File: src/rtl/cdb_arbiter_pkg.sv
// Shared constants and source encodings for the common data bus arbiter.
package cdb_arbiter_pkg;

  localparam int DEF_ROB_ID_W    = 4;
  localparam int DEF_QUEUE_DEPTH = 4;
  localparam int DATA_W          = 32;

  typedef enum logic {
    SRC_ALU = 1'b0,
    SRC_LSB = 1'b1
  } cdb_src_e;

  // Round-robin choice: the source that did not win the previous conflict.
  function automatic cdb_src_e rr_other(input cdb_src_e last);
    rr_other = (last == SRC_LSB) ? SRC_ALU : SRC_LSB;
  endfunction

endpackage

File: src/rtl/cdb_arbiter_if.sv
// Producer-side and broadcast-side signals of the CDB, grouped for the arbiter port.
interface cdb_arbiter_if #(
  parameter int ROB_ID_W = cdb_arbiter_pkg::DEF_ROB_ID_W
);

  logic                rdy_in;
  logic                clear_all;
  logic                alu_valid;
  logic [ROB_ID_W-1:0] alu_rob_id;
  logic [31:0]         alu_value;
  logic                alu_full;
  logic                lsb_valid;
  logic [ROB_ID_W-1:0] lsb_rob_id;
  logic [31:0]         lsb_value;
  logic                lsb_full;
  logic                cdb_valid;
  logic [ROB_ID_W-1:0] cdb_rob_id;
  logic [31:0]         cdb_value;
  logic                cdb_src;

  modport master (
    output rdy_in, clear_all,
    output alu_valid, alu_rob_id, alu_value,
    output lsb_valid, lsb_rob_id, lsb_value,
    input  alu_full, lsb_full,
    input  cdb_valid, cdb_rob_id, cdb_value, cdb_src
  );

  modport slave (
    input  rdy_in, clear_all,
    input  alu_valid, alu_rob_id, alu_value,
    input  lsb_valid, lsb_rob_id, lsb_value,
    output alu_full, lsb_full,
    output cdb_valid, cdb_rob_id, cdb_value, cdb_src
  );

endinterface

File: src/rtl/cdb_fifo.sv
// Small synchronous FIFO with flush; DEPTH must be a power of two so the pointers wrap naturally.
module cdb_fifo #(
  parameter int WIDTH = 36,
  parameter int DEPTH = 4
) (
  input  logic             clk,
  input  logic             rst,
  input  logic             push,
  input  logic             pop,
  input  logic             flush,
  input  logic [WIDTH-1:0] push_data,
  output logic [WIDTH-1:0] head_data,
  output logic             full,
  output logic             empty
);

  localparam int PTR_W = $clog2(DEPTH);
  localparam int CNT_W = $clog2(DEPTH + 1);

  logic [WIDTH-1:0] mem_r [DEPTH];
  logic [PTR_W-1:0] head_r;
  logic [PTR_W-1:0] tail_r;
  logic [CNT_W-1:0] count_r;
  logic             do_push_s;
  logic             do_pop_s;

  assign full      = (count_r == CNT_W'(DEPTH));
  assign empty     = (count_r == CNT_W'(0));
  assign head_data = mem_r[head_r];

  // A push into a full queue is dropped; a flush overrides push and pop.
  always_comb begin
    do_push_s = push && !full && !flush;
    do_pop_s  = pop && !empty && !flush;
  end

  // Pointer and occupancy state.
  always_ff @(posedge clk or posedge rst) begin
    if (rst) begin
      head_r  <= '0;
      tail_r  <= '0;
      count_r <= '0;
    end else if (flush) begin
      head_r  <= '0;
      tail_r  <= '0;
      count_r <= '0;
    end else begin
      if (do_push_s) tail_r <= tail_r + PTR_W'(1);
      if (do_pop_s)  head_r <= head_r + PTR_W'(1);
      case ({do_push_s, do_pop_s})
        2'b10:   count_r <= count_r + CNT_W'(1);
        2'b01:   count_r <= count_r - CNT_W'(1);
        default: count_r <= count_r;
      endcase
    end
  end

  // Entry storage; contents are meaningless while the slot is not occupied.
  always_ff @(posedge clk) begin
    if (do_push_s) mem_r[tail_r] <= push_data;
  end

endmodule

File: src/rtl/cdb_arbiter.sv
// CDB owner: queues ALU and LSB results and broadcasts one per cycle.
// Define CDB_PRIO_LSB_EN for fixed LSB priority instead of round-robin.
module cdb_arbiter
  import cdb_arbiter_pkg::*;
#(
  parameter int ROB_ID_W    = DEF_ROB_ID_W,
  parameter int QUEUE_DEPTH = DEF_QUEUE_DEPTH
) (
  input  logic          clk_in,
  input  logic          rst_in,
  cdb_arbiter_if.slave  bus
);

  localparam int ENTRY_W = ROB_ID_W + DATA_W;

  logic               act_s;
  logic               flush_s;
  logic               alu_empty_s;
  logic               lsb_empty_s;
  logic               alu_full_s;
  logic               lsb_full_s;
  logic [ENTRY_W-1:0] alu_head_s;
  logic [ENTRY_W-1:0] lsb_head_s;
  logic [ENTRY_W-1:0] grant_data_s;
  logic               grant_valid_s;
  cdb_src_e           grant_src_s;
  logic               pop_alu_s;
  logic               pop_lsb_s;

  logic                cdb_valid_r;
  logic [ROB_ID_W-1:0] cdb_rob_id_r;
  logic [DATA_W-1:0]   cdb_value_r;
  cdb_src_e            cdb_src_r;

  assign act_s   = bus.rdy_in && !bus.clear_all;
  assign flush_s = bus.rdy_in && bus.clear_all;

  cdb_fifo #(.WIDTH(ENTRY_W), .DEPTH(QUEUE_DEPTH)) u_alu_fifo (
    .clk       (clk_in),
    .rst       (rst_in),
    .push      (bus.alu_valid && act_s),
    .pop       (pop_alu_s),
    .flush     (flush_s),
    .push_data ({bus.alu_rob_id, bus.alu_value}),
    .head_data (alu_head_s),
    .full      (alu_full_s),
    .empty     (alu_empty_s)
  );

  cdb_fifo #(.WIDTH(ENTRY_W), .DEPTH(QUEUE_DEPTH)) u_lsb_fifo (
    .clk       (clk_in),
    .rst       (rst_in),
    .push      (bus.lsb_valid && act_s),
    .pop       (pop_lsb_s),
    .flush     (flush_s),
    .push_data ({bus.lsb_rob_id, bus.lsb_value}),
    .head_data (lsb_head_s),
    .full      (lsb_full_s),
    .empty     (lsb_empty_s)
  );

`ifdef CDB_PRIO_LSB_EN
  // Fixed priority: the LSB always wins a conflict, so no grant history is kept.
  always_comb begin
    grant_valid_s = 1'b0;
    grant_src_s   = SRC_ALU;
    if (act_s && !lsb_empty_s) begin
      grant_valid_s = 1'b1;
      grant_src_s   = SRC_LSB;
    end else if (act_s && !alu_empty_s) begin
      grant_valid_s = 1'b1;
      grant_src_s   = SRC_ALU;
    end else begin
      grant_valid_s = 1'b0;
      grant_src_s   = SRC_ALU;
    end
  end
`else
  cdb_src_e last_grant_r;

  // Round-robin: a conflict goes to the source that lost the previous one.
  always_comb begin
    grant_valid_s = 1'b0;
    grant_src_s   = SRC_ALU;
    if (act_s && !alu_empty_s && !lsb_empty_s) begin
      grant_valid_s = 1'b1;
      grant_src_s   = rr_other(last_grant_r);
    end else if (act_s && !alu_empty_s) begin
      grant_valid_s = 1'b1;
      grant_src_s   = SRC_ALU;
    end else if (act_s && !lsb_empty_s) begin
      grant_valid_s = 1'b1;
      grant_src_s   = SRC_LSB;
    end else begin
      grant_valid_s = 1'b0;
      grant_src_s   = SRC_ALU;
    end
  end

  // Grant history; starts at LSB so the ALU wins the first conflict.
  always_ff @(posedge clk_in or posedge rst_in) begin
    if (rst_in) begin
      last_grant_r <= SRC_LSB;
    end else if (flush_s) begin
      last_grant_r <= SRC_LSB;
    end else if (grant_valid_s) begin
      last_grant_r <= grant_src_s;
    end else begin
      last_grant_r <= last_grant_r;
    end
  end
`endif

  // Head-entry select and pop strobes for the winning queue.
  always_comb begin
    pop_alu_s    = grant_valid_s && (grant_src_s == SRC_ALU);
    pop_lsb_s    = grant_valid_s && (grant_src_s == SRC_LSB);
    grant_data_s = (grant_src_s == SRC_LSB) ? lsb_head_s : alu_head_s;
  end

  // Broadcast registers; frozen while rdy_in is low.
  always_ff @(posedge clk_in or posedge rst_in) begin
    if (rst_in) begin
      cdb_valid_r  <= 1'b0;
      cdb_rob_id_r <= '0;
      cdb_value_r  <= '0;
      cdb_src_r    <= SRC_ALU;
    end else if (bus.rdy_in) begin
      if (bus.clear_all) begin
        cdb_valid_r <= 1'b0;
      end else if (grant_valid_s) begin
        cdb_valid_r  <= 1'b1;
        cdb_rob_id_r <= grant_data_s[ENTRY_W-1:DATA_W];
        cdb_value_r  <= grant_data_s[DATA_W-1:0];
        cdb_src_r    <= grant_src_s;
      end else begin
        cdb_valid_r <= 1'b0;
      end
    end
  end

  assign bus.alu_full   = alu_full_s;
  assign bus.lsb_full   = lsb_full_s;
  assign bus.cdb_valid  = cdb_valid_r;
  assign bus.cdb_rob_id = cdb_rob_id_r;
  assign bus.cdb_value  = cdb_value_r;
  assign bus.cdb_src    = cdb_src_r;

endmodule

File: src/flat_wrapper.sv
// flat-port wrapper written by rule: the top's interface ports become plain ports
module cdb_arbiter_flat import cdb_arbiter_pkg::*;
#(
  parameter int ROB_ID_W    = DEF_ROB_ID_W,
  parameter int QUEUE_DEPTH = DEF_QUEUE_DEPTH
)
  (clk_in, rst_in, bus_rdy_in, bus_clear_all, bus_alu_valid, bus_alu_rob_id, bus_alu_value, bus_lsb_valid, bus_lsb_rob_id, bus_lsb_value, bus_alu_full, bus_lsb_full, bus_cdb_valid, bus_cdb_rob_id, bus_cdb_value, bus_cdb_src);
  cdb_arbiter_if #(.ROB_ID_W(ROB_ID_W)) bus_i ();
  input  logic clk_in;
  input  logic rst_in;
  input wire logic [$bits(bus_i.rdy_in)-1:0] bus_rdy_in;
  input wire logic [$bits(bus_i.clear_all)-1:0] bus_clear_all;
  input wire logic [$bits(bus_i.alu_valid)-1:0] bus_alu_valid;
  input wire logic [$bits(bus_i.alu_rob_id)-1:0] bus_alu_rob_id;
  input wire logic [$bits(bus_i.alu_value)-1:0] bus_alu_value;
  input wire logic [$bits(bus_i.lsb_valid)-1:0] bus_lsb_valid;
  input wire logic [$bits(bus_i.lsb_rob_id)-1:0] bus_lsb_rob_id;
  input wire logic [$bits(bus_i.lsb_value)-1:0] bus_lsb_value;
  output wire logic [$bits(bus_i.alu_full)-1:0] bus_alu_full;
  output wire logic [$bits(bus_i.lsb_full)-1:0] bus_lsb_full;
  output wire logic [$bits(bus_i.cdb_valid)-1:0] bus_cdb_valid;
  output wire logic [$bits(bus_i.cdb_rob_id)-1:0] bus_cdb_rob_id;
  output wire logic [$bits(bus_i.cdb_value)-1:0] bus_cdb_value;
  output wire logic [$bits(bus_i.cdb_src)-1:0] bus_cdb_src;
  assign bus_i.rdy_in = bus_rdy_in;
  assign bus_i.clear_all = bus_clear_all;
  assign bus_i.alu_valid = bus_alu_valid;
  assign bus_i.alu_rob_id = bus_alu_rob_id;
  assign bus_i.alu_value = bus_alu_value;
  assign bus_i.lsb_valid = bus_lsb_valid;
  assign bus_i.lsb_rob_id = bus_lsb_rob_id;
  assign bus_i.lsb_value = bus_lsb_value;
  assign bus_alu_full = bus_i.alu_full;
  assign bus_lsb_full = bus_i.lsb_full;
  assign bus_cdb_valid = bus_i.cdb_valid;
  assign bus_cdb_rob_id = bus_i.cdb_rob_id;
  assign bus_cdb_value = bus_i.cdb_value;
  assign bus_cdb_src = bus_i.cdb_src;
  cdb_arbiter #(.ROB_ID_W(ROB_ID_W), .QUEUE_DEPTH(QUEUE_DEPTH)) u_core (.clk_in(clk_in), .rst_in(rst_in), .bus(bus_i));
endmodule
File: config.mk
export PLATFORM = sky130hd
export DESIGN_NAME = cdb_arbiter_flat
export DESIGN_NICKNAME = d
export VERILOG_FILES = /design/src/rtl/cdb_arbiter_pkg.sv /design/src/rtl/cdb_arbiter_if.sv /design/src/rtl/cdb_fifo.sv /design/src/rtl/cdb_arbiter.sv /design/src/flat_wrapper.sv
export SDC_FILE = /design/constraint.sdc
export NUM_CORES = 1
export LEC_CHECK = 0
export CORE_MARGIN = 8
export CORE_UTILIZATION = 30
export CTS_CLUSTER_DIAMETER = 200
export DETAILED_ROUTE_END_ITERATION = 8
export SLEW_MARGIN = 20
export SYNTH_ARGS = -nofsm -noshare
export SYNTH_HDL_FRONTEND = slang
export SYNTH_SLANG_ARGS = --single-unit
File: constraint.sdc
create_clock -name clk_in -period 5.9 [get_ports clk_in]
set_input_delay 0.885 -clock clk_in [delete_from_list [all_inputs] [get_ports clk_in]]
set_output_delay 0.885 -clock clk_in [all_outputs]
set_load 0.01 [all_outputs]
# Yosys cells after proc, flatten, opt, wreduce, memory -nomap -nowiden
# Memories as Yosys holds them, arrays and structs flattened.
# Index checks and enable logic that the tools add are counted.
# totals
regBits	53
ramBits	288
mem_count	2
# classes
add_sub_neg	8
eq_ne	6
n_mux	27
bitwise	2
reduce_logical	33
# memory_table
memory	words	width	rd	rd_ports_with_merged_regs	wr	line_no	source
u_core.u_alu_fifo.mem_r	4	36	1	0	1	cdb_fifo.sv:20	logic [WIDTH-1:0] mem_r [DEPTH];
u_core.u_lsb_fifo.mem_r	4	36	1	0	1	cdb_fifo.sv:20	
# ops
op	count
36-bit 2-to-1 mux	1
1-bit logical AND	17
2-bit 2-to-1 mux	8
1-bit 2-to-1 mux	14
3-bit one-hot mux with 2 select lines	2
2-bit nonzero test	5
2-bit by 1-bit adder with 2-bit output (second input constant)	4
3-bit by 1-bit adder with 3-bit output (second input constant)	2
3-bit equality test (second input constant)	2
1-bit zero test	6
3-bit zero test	2
3-bit 2-to-1 mux	2
3-bit nonzero test	2
3-bit by 1-bit subtractor with 3-bit output (second input constant)	2
2-bit by 1-bit equality test with 1-bit output (second input constant)	2
2-bit equality test (second input constant)	2
3-bit AND reduction	1
1-bit inverter	2

# Depth between registers and ports, before layout
# Gate-level depths: netlist (run 1).
# depth
word_depth	13
mapped_depth	9
mapped_depth_nobuf	9

# By module
# From an unflattened synthesis (run 1), not the netlist that was laid out.
# unflattened
hier_cells	651
hier_area_um2	13385.3
# by_module_without_submodules
mod	n_inst	cells_each	area_per_inst_um2	seq_area_each_um2
cdb_fifo	2	255	5786.8	4499.3
cdb_arbiter	1	141	1811.7	977.2

# Least setup slack after synthesis (run 1)
# OpenSTA, ideal clock, no wires.
# synth_timing
kind	in2reg
start	in bus_rdy_in
end	mem u_core.u_alu_fifo.mem_r[0][0] (enable)
setup_time_ps	397
arrival_time_ps	2426
t_required_ps	5503
path_slack_ps	3077
cell_stages	4
path_cell_list	nor2b_1 -> nand2_1 -> nor2_1 -> and2_1
# synth_via
elab_chain_cells	6
word_cells_on_any_way	8
cone_classes	2 x mux; 6 x reduce/logical
# synth_lines
element	line_no	source
start: declaration	flat_wrapper.sv:11	input wire logic [$bits(bus_i.rdy_in)-1:0] bus_rdy_in;
1-bit logical AND	cdb_arbiter.sv:35	assign act_s = bus.rdy_in && !bus.clear_all;
1-bit logical AND	cdb_arbiter.sv:41	.push (bus.alu_valid && act_s),
1-bit logical AND	cdb_fifo.sv:33	do_push_s = push && !full && !flush;
1-bit logical AND *	cdb_fifo.sv:33	
1-bit 2-to-1 mux *	cdb_fifo.sv:60	if (do_push_s) mem_r[tail_r] <= push_data;
1-bit 2-to-1 mux (not written as such) *	cdb_fifo.sv:60	
end: declaration	cdb_fifo.sv:20	
# Mark *: on every way between the ends. The rest lies on a longest branch, timed or not.

# Final worst setup path (run 1)
# layout_timing
start	in bus_rdy_in
end	reg u_core.u_alu_fifo.count_r[2]
# layout_via
elab_chain_cells	12
word_cells_on_any_way	23
cone_classes	2 x eq/ne; 7 x mux; 1 x bitwise; 13 x reduce/logical
# layout_lines
element	line_no	source
1-bit logical AND	cdb_arbiter.sv:35	
1-bit logical AND	cdb_arbiter.sv:91	end else if (act_s && !lsb_empty_s) begin
1-bit 2-to-1 mux	cdb_arbiter.sv:91	
1-bit 2-to-1 mux	cdb_arbiter.sv:88	end else if (act_s && !alu_empty_s) begin
1-bit 2-to-1 mux	cdb_arbiter.sv:85	if (act_s && !alu_empty_s && !lsb_empty_s) begin
1-bit inverter	cdb_arbiter.sv:116	pop_alu_s = grant_valid_s && (grant_src_s == SRC_ALU);
1-bit logical AND	cdb_arbiter.sv:116	
1-bit logical AND (2 in a row)	cdb_fifo.sv:34	do_pop_s = pop && !empty && !flush;
2-bit by 1-bit equality test with 1-bit output or 2-bit equality test (tied branches)	cdb_fifo.sv:50	case ({do_push_s, do_pop_s})
3-bit one-hot mux with 2 select lines	cdb_fifo.sv:50	
3-bit 2-to-1 mux	cdb_fifo.sv:43	end else if (flush) begin
end signal: assignment	cdb_fifo.sv:51	2'b10: count_r <= count_r + CNT_W'(1);
end signal: assignment	cdb_fifo.sv:52	2'b01: count_r <= count_r - CNT_W'(1);
end signal: assignment	cdb_fifo.sv:53	default: count_r <= count_r;
end: declaration	cdb_fifo.sv:23	logic [CNT_W-1:0] count_r;
# Parallel ways exist; a longest one is shown, timed or not.
# A chain may end at the register's enable or synchronous reset.

==> results of run 1 <==
-- registers in the layout, indices dropped and copies added (netlist names) --
signal                     count
u_core.bus.cdb_src             1
u_core.bus.cdb_value          32
u_core.u_alu_fifo.head_r       2
u_core.u_lsb_fifo.mem_r      144
u_core.u_lsb_fifo.tail_r       2
u_core.u_lsb_fifo.head_r       2
u_core.last_grant_r            1
u_core.bus.cdb_valid           1
u_core.u_alu_fifo.tail_r       2
u_core.u_alu_fifo.mem_r      144
u_core.u_lsb_fifo.count_r      3
u_core.bus.cdb_rob_id          4
u_core.u_alu_fifo.count_r      3
-- worst paths after layout --
check / startpoint / cells past startpoint / slack, ps / to
worst max-delay path: bus_rdy_in / 10 / 2620 / u_core.u_alu_fifo.count_r[2]$_DFFE_PP0P_
worst min-delay path: u_core.bus.cdb_value[28]$_DFFE_PP0P_ / 2 / 460 / u_core.bus.cdb_value[28]$_DFFE_PP0P_
worst max register to register: u_core.u_lsb_fifo.count_r[0]$_DFFE_PP0P_ / 8 / 3180 / u_core.u_alu_fifo.count_r[2]$_DFFE_PP0P_
worst min register to register: u_core.bus.cdb_value[28]$_DFFE_PP0P_ / 2 / 460 / u_core.bus.cdb_value[28]$_DFFE_PP0P_
max in group asynchronous: rst_in / 3 / 4330 / u_core.u_lsb_fifo.head_r[0]$_DFFE_PP0P_
min in group asynchronous: rst_in / 3 / 910 / u_core.bus.cdb_value[30]$_DFFE_PP0P_
-- area by class of cell --
class	instances	area (um^2)
fill	3867	26900
sequential	341	9990
multi-input combinational	251	2760
timing repair buffer	122	1210
clock buffer	54	1020
tap	546	683
clock inverter	10	85.1
inverter	11	41.3
antenna	1	2.50
-- layout by cell type (no fill, tap or decap), types with 4 or more instances in the layout --
| cell type | instances |
|---|---|
| nor2_1 | 8 |
| nand2_1 | 83 |
| inv_1 | 10 |
| xnor2_1 | 4 |
| and2_4 | 4 |
| dfrtp_1 | 48 |
| a22oi_1 | 36 |
| clkbuf_1 | 14 |
| clkbuf_16 | 37 |
| buf_4 | 5 |
| edfxtp_1 | 288 |
| mux2i_1 | 8 |
| and2_2 | 4 |
| ha_1 | 10 |
| mux4_2 | 72 |
| clkdlybuf4s50_1 | 117 |
-- through the flow --
stage,instance area (um^2),utilization,cells
4_1_cts,15800,0.370,1335
3_3_place_gp,14700,0.343,1270
3_5_place_dp,14700,0.344,1271
2_1_floorplan,12900,-,632
6_report,15800,0.370,1336
5_1_grt,15800,0.370,1335
-- synth_stat cells, drive strengths merged (3+ instances only) --
cell type,instances,share of area
o21ai,3,0.0012
nand2,83,0.024
mux2i,8,0.0062
dfrtp,52,0.10
nor2,8,0.0023
clkbuf,14,0.0041
xnor2,4,0.0027
ha,10,0.0097
edfxtp,288,0.67
a22oi,36,0.021
or3,3,0.0018
inv,11,0.0032
mux4,72,0.13
and2,9,0.0044
buf,15,0.0058
-- worst register-to-register path: stages, from the launching register on --
cell and delay, ps:
dfrtp_1 470, nor3_1 440, o211a_2 240, buf_4 450, ha_1 310, fa_1 190
xnor2_1 80, or3_1 320, a21oi_1 140
-- cell families (layout without fill, tap and decap cells) --
logic type                 after synthesis  count (layout)  synth area share
buffers and inverters                   40             197            0.0131
DFF                                    341             341             0.775
and+or+nand+nor                        107             107            0.0348
adders and majority gates               12              12            0.0128
AOI/OAI and AO/OA                       46              46            0.0284
xor gates and xnor gates                 6               6           0.00408
muxes                                   80              80             0.132
other                                    0               1                 0
-- metal layers --
metal,vias up,track usage
met3,52,0.0349
met4,12,0.0280
li1,2779,-
met2,143,0.195
met5,-,0
met1,3292,0.146
-- where the power goes --
group | internal (mW) | switching, mW | total, mW
Combinational | 0.702 | 0.531 | 1.23
Clock | 1.24 | 0.874 | 2.12
Sequential | 2.85 | 0.297 | 3.15
==> metrics.md, run 1 <==
| Metric | Value |
|---|---|
| Post-synth EDFFs | 288 |
| Ys Warns | 0 |
| RSZ-0062 raised after global routing | no |
| Clk pin slew, worst setup/hold paths | 50 ps |
| Vias in the first global route | 6787 |
| Overall Power | 6.50 mW |
| Top Ports | 118 |
| Register bit total from synthesis | 341 |
| CTS tree | built |
| Routed wl met2 | 14400 um |
| Max-slew violations | 0 |
| Critical Path End Type | flip-flop |
| Placement Setup Slack | 2130 ps |
| Leak | 5.27 nW |
| Row count | 76 |
| FMAX | 0.305 GHz |
| Final worst clock skew | 18.4 ps |
| IO buf count | 117 |
| Setup violators final | 0 |
| Slew headroom | 0.274 |
| Cell count after synthesis | 632 |
| Critical Path Max Stage Delay | 530 ps |
| DRT iter0 DRCs | 414 |
| Cell Chain, Critical Path | clkdlybuf4s50_1 -> nor2b_1 -> nand2_1 -> nor2_1 -> inv_1 -> ha_1 -> fa_1 -> xnor2_1 -> or3_1 -> a21oi_1 |
| CTS Sinks | 341 |
| Top layer in use | met5 |
| Max FO, Critical Path | 7 |
| Largest net degree at the start of global routing | 54 |
| Post-layout min period | 3280 ps |
| Cell class contributing the biggest share of worst-path delay | simple AND/OR/NAND/NOR gates |
| Critical Path RT | 6320 ps |
| Antenna violations before repair | 7 |
| # hold bufs at CTS | 0 |
| Clk Latency, worst-skew pair | 510 ps |
| Setup TNS | 0 ps |
| Chip width | 223 um |
| Sequential area share after synthesis | 0.775 |
| Post-Syn Area | 12900 um^2 |
| Post-Syn Nets | 722 |
| Die area | 49800 um^2 |
| Metal3 WL | 1830 um |
| Worst VDD drop | 187 uV |
| First-pass DRT Iterations | 5 |
| CTS H-Tree Depth | 2 |
| Buf/Inv on CP | 2 |
| All-layer global routing usage | 0.116 |
| WS Path Type | in -> reg |
| # Post-CTS Setup Buffers | 0 |
| Status | completed |
| Critical path startpoint category | input pin |
| Slowest CP cell | clkdlybuf4s50_1 |
| # nets final | 854 |
| Metal-1 WL | 12200 um |
| GR Overflow Total | 0 |
| Ys async rst share | 0.155 |
| Layout cells sized above 1 | 0.180 |
| First-pass GRT wire length | 43700 um |
| Clk buf depth | 3 |
| Via count | 6278 |
| CP arrival | 3690 ps |
| Core ar. | 42700 um^2 |
| Hpwl dp | 17800 um |
| Final WS setup | 2620 ps |
| Power per cell area | 412 nW/um^2 |
| Synthesis-to-finish area growth | 22.6% |
| Gpl congestion | 0.668 |
| Final antenna-violating net count | 0 |
| # Max-Cap Violations | 0 |
| DRC | 0 |
| Final wirelength | 28900 um |
| Final worst path period share | 0.555 |
| Slew at the pin closest to its max-slew limit | 1090 ps |
| Inserted Clock Buffers | 37 |
| Die height | 223 um |
| Avg Cell Area, Syn | 20.4 um^2 |
| HP Class | reg -> reg |
| Hold Vio Cnt, Final | 0 |
| Mean number of vias per cell | 4.70 |
| Hold slack | 460 ps |
| Clk root buf | clkbuf_16 |
| DR WL/cell | 21.7 um |
| Number of gates resized after cts | 0 |
| Post-synthesis cell type count | 30 |
| Initial Util | 0.302 |
| Top FF cell, synth | edfxtp_1 |
Note: power is estimated with default switching activity, not from simulation.
==> run 2: changes to the inputs <==
==> constraint.sdc (replaced) <==
create_clock -name clk_in -period 3.4 [get_ports clk_in]
set_input_delay 0.51 -clock clk_in [delete_from_list [all_inputs] [get_ports clk_in]]
set_output_delay 0.51 -clock clk_in [all_outputs]
set_load 0.01 [all_outputs]
==> run 2 against run 1 <==
Against the previous run:
- largest cell class unchanged
- final cell count up 2.2%
- via count up 1.2%
- critical endpoint unchanged
- global-route usage up 0.10 points
==> metrics.md, run 2 (synthesized netlist as in run 1, its figures left out) <==
| Metric | Value |
|---|---|
| Antenna violations before repair | 7 (unchanged) |
| Die area | 49800 um^2 (unchanged) |
| Critical Path RT | 3840 ps (was 6320 ps) |
| Slew headroom | 0.516 (was 0.274) |
| Number of gates resized after cts | 0 (unchanged) |
| Power per cell area | 715 nW/um^2 (was 412 nW/um^2) |
| Gpl congestion | 0.707 (was 0.668) |
| Critical Path End Type | flip-flop (unchanged) |
| Via count | 6353 (was 6278) |
| Row count | 76 (unchanged) |
| Clk buf depth | 3 (unchanged) |
| CTS H-Tree Depth | 2 (unchanged) |
| RSZ-0062 raised after global routing | no (unchanged) |
| Most frequent cells in the layout | edfxtp_1, clkdlybuf4s50_1, nand2_1 (unchanged) |
| Setup TNS | 0 ps (unchanged) |
| Grt met2 use | 0.188 (was 0.195) |
| Largest net degree at the start of global routing | 54 (unchanged) |
| Met3 Resource Use GR | 0.0366 (was 0.0349) |
| HP Class | in -> async (was reg -> reg) |
| Layout cells sized above 1 | 0.214 (was 0.180) |
| Inserted Clock Buffers | 38 (was 37) |
| Slew at the pin closest to its max-slew limit | 726 ps (was 1090 ps) |
| Max-slew violations | 0 (unchanged) |
| Clk root buf | clkbuf_16 (unchanged) |
| Area of the multi-input gates | 2750 um^2 (was 2760 um^2) |
| Non-filler cells, final | 1366 (was 1336) |
| # nets final | 880 (was 854) |
| WS Path Type | in -> reg (unchanged) |
| Reg area | 9990 um^2 (unchanged) |
| CTS Sinks | 341 (unchanged) |
| Initial Util | 0.302 (unchanged) |
| Die height | 223 um (unchanged) |
| M1 GR Usage | 0.151 (was 0.146) |
| DR WL/cell | 21.4 um (was 21.7 um) |
| Hpwl dp | 18800 um (was 17800 um) |
| Final worst path period share | 0.739 |
| Post-layout min period | 2510 ps |
| Final antenna-violating net count | 0 (unchanged) |
| Leak | 5.50 nW (was 5.27 nW) |
| # Post-CTS Setup Buffers | 0 (unchanged) |
| Layout Utilization | 0.380 (was 0.370) |
| Vias in the first global route | 6836 (was 6787) |
| Synthesis-to-finish area growth | 26.0% (was 22.6%) |
| Hold slack | 385 ps (was 460 ps) |
| DRT iter0 DRCs | 369 (was 414) |
| First-pass GRT wire length | 43900 um (was 43700 um) |
| Final wirelength | 29200 um (was 28900 um) |
| CTS tree | built (unchanged) |
| GRT Max-Usage Layer | met2 (unchanged) |
| Max FO, Critical Path | 5 (was 7) |
| CP arrival | 2950 ps (was 3690 ps) |
| Status | completed (unchanged) |
| DRC | 0 (unchanged) |
| Chip width | 223 um (unchanged) |
| # Max-Cap Violations | 0 (unchanged) |
| FMAX | 0.398 GHz |
| Final worst clock skew | 15.4 ps (was 18.4 ps) |
| # hold bufs at CTS | 0 (unchanged) |
| IO buf count | 117 (unchanged) |
| Mean number of vias per cell | 4.65 (was 4.70) |
| Hold Vio Cnt, Final | 0 (unchanged) |
| Setup violators final | 0 (unchanged) |
| First-pass DRT Iterations | 4 (was 5) |
| Cells after DPL | 1296 (was 1271) |
| Worst VDD drop | 322 uV (was 187 uV) |
| Filler cells | 3865 (was 3867) |
| Core ar. | 42700 um^2 (unchanged) |
| GR Overflow Total | 0 (unchanged) |
| Top Ports | 118 (unchanged) |
| Critical path startpoint category | input pin (unchanged) |
| Clk pin slew, worst setup/hold paths | 60 ps (was 50 ps) |
| Commonest non-fill, non-tap cell in the layout | edfxtp_1 (unchanged) |
| Clk Latency, worst-skew pair | 520 ps (was 510 ps) |
| All-layer global routing usage | 0.117 (was 0.116) |
[run 2: cell types whose count changed in the layout (fill, tap and decap cells not counted), moves of 3 or more]
cell	before	now
and2_2	4	8
and2_4	4	0
buf_12	0	13
buf_4	5	17
clkbuf_1	14	8
clkinv_1	3	6
clkinv_2	2	9
[run 2: cell type report]
class / count / share of cell area
Antenna cell: 1 / 0.000154
Clock buffer: 48 / 0.0628
Clock inverter: 21 / 0.0113
Inverter: 11 / 0.00254
Multi-Input combinational cell: 251 / 0.170
Sequential cell: 341 / 0.615
Tap cell: 546 / 0.0421
Timing Repair Buffer: 147 / 0.0961
[run 2: per-layer routing]
metal  wire length [um]  vias to the layer above
li1                   -                     2834
met2              13900                      148
met1              12600                     3295
met5                 77                        -
met3               2040                       62
met4                635                       14
[run 2: where the power goes]
part / internal [mW] / switching, mW / total [mW]
Clock: 2.36 / 1.59 / 3.94
Combinational: 1.26 / 1.03 / 2.29
Sequential: 4.94 / 0.428 / 5.37
[run 2: metrics by stage]
stage                     instance area, um^2  total power, mW  setup WS, ps
after global placement                  15000             7.79           404
after CTS                               16200             11.8           910
after floorplan                         12900             6.69           952
after detailed placement                15000             7.83           379
after global routing                    16200             12.2           680
final                                   16200             11.6           889
[run 2: final timing paths]
path                            slack (ps)  cells after the start                                      from                                        to
worst min-delay path                   380                      3                                    rst_in       u_core.bus.cdb_value[1]$_DFFE_PP0P_
max in group asynchronous             2680                      3                                    rst_in           u_core.last_grant_r$_DFFE_PP1P_
worst max register to register        1070                      7  u_core.u_lsb_fifo.count_r[1]$_DFFE_PP0P_  u_core.u_lsb_fifo.count_r[2]$_DFFE_PP0P_
worst min register to register         460                      2      u_core.bus.cdb_value[28]$_DFFE_PP0P_      u_core.bus.cdb_value[28]$_DFFE_PP0P_
worst max-delay path                   890                     10                                bus_rdy_in  u_core.u_alu_fifo.count_r[2]$_DFFE_PP0P_
min in group clk_in                    460                      2      u_core.bus.cdb_value[28]$_DFFE_PP0P_      u_core.bus.cdb_value[28]$_DFFE_PP0P_
[run 2: worst max-delay path: stages]
cell             delay [ps]
clkdlybuf4s50_1         520
nor2b_1                 370
nand2_1                 120
nor2_1                  160
inv_1                    60
ha_1                    240
fa_1                    390
xnor2_1                 150
or3_1                   300
a21oi_1                 140
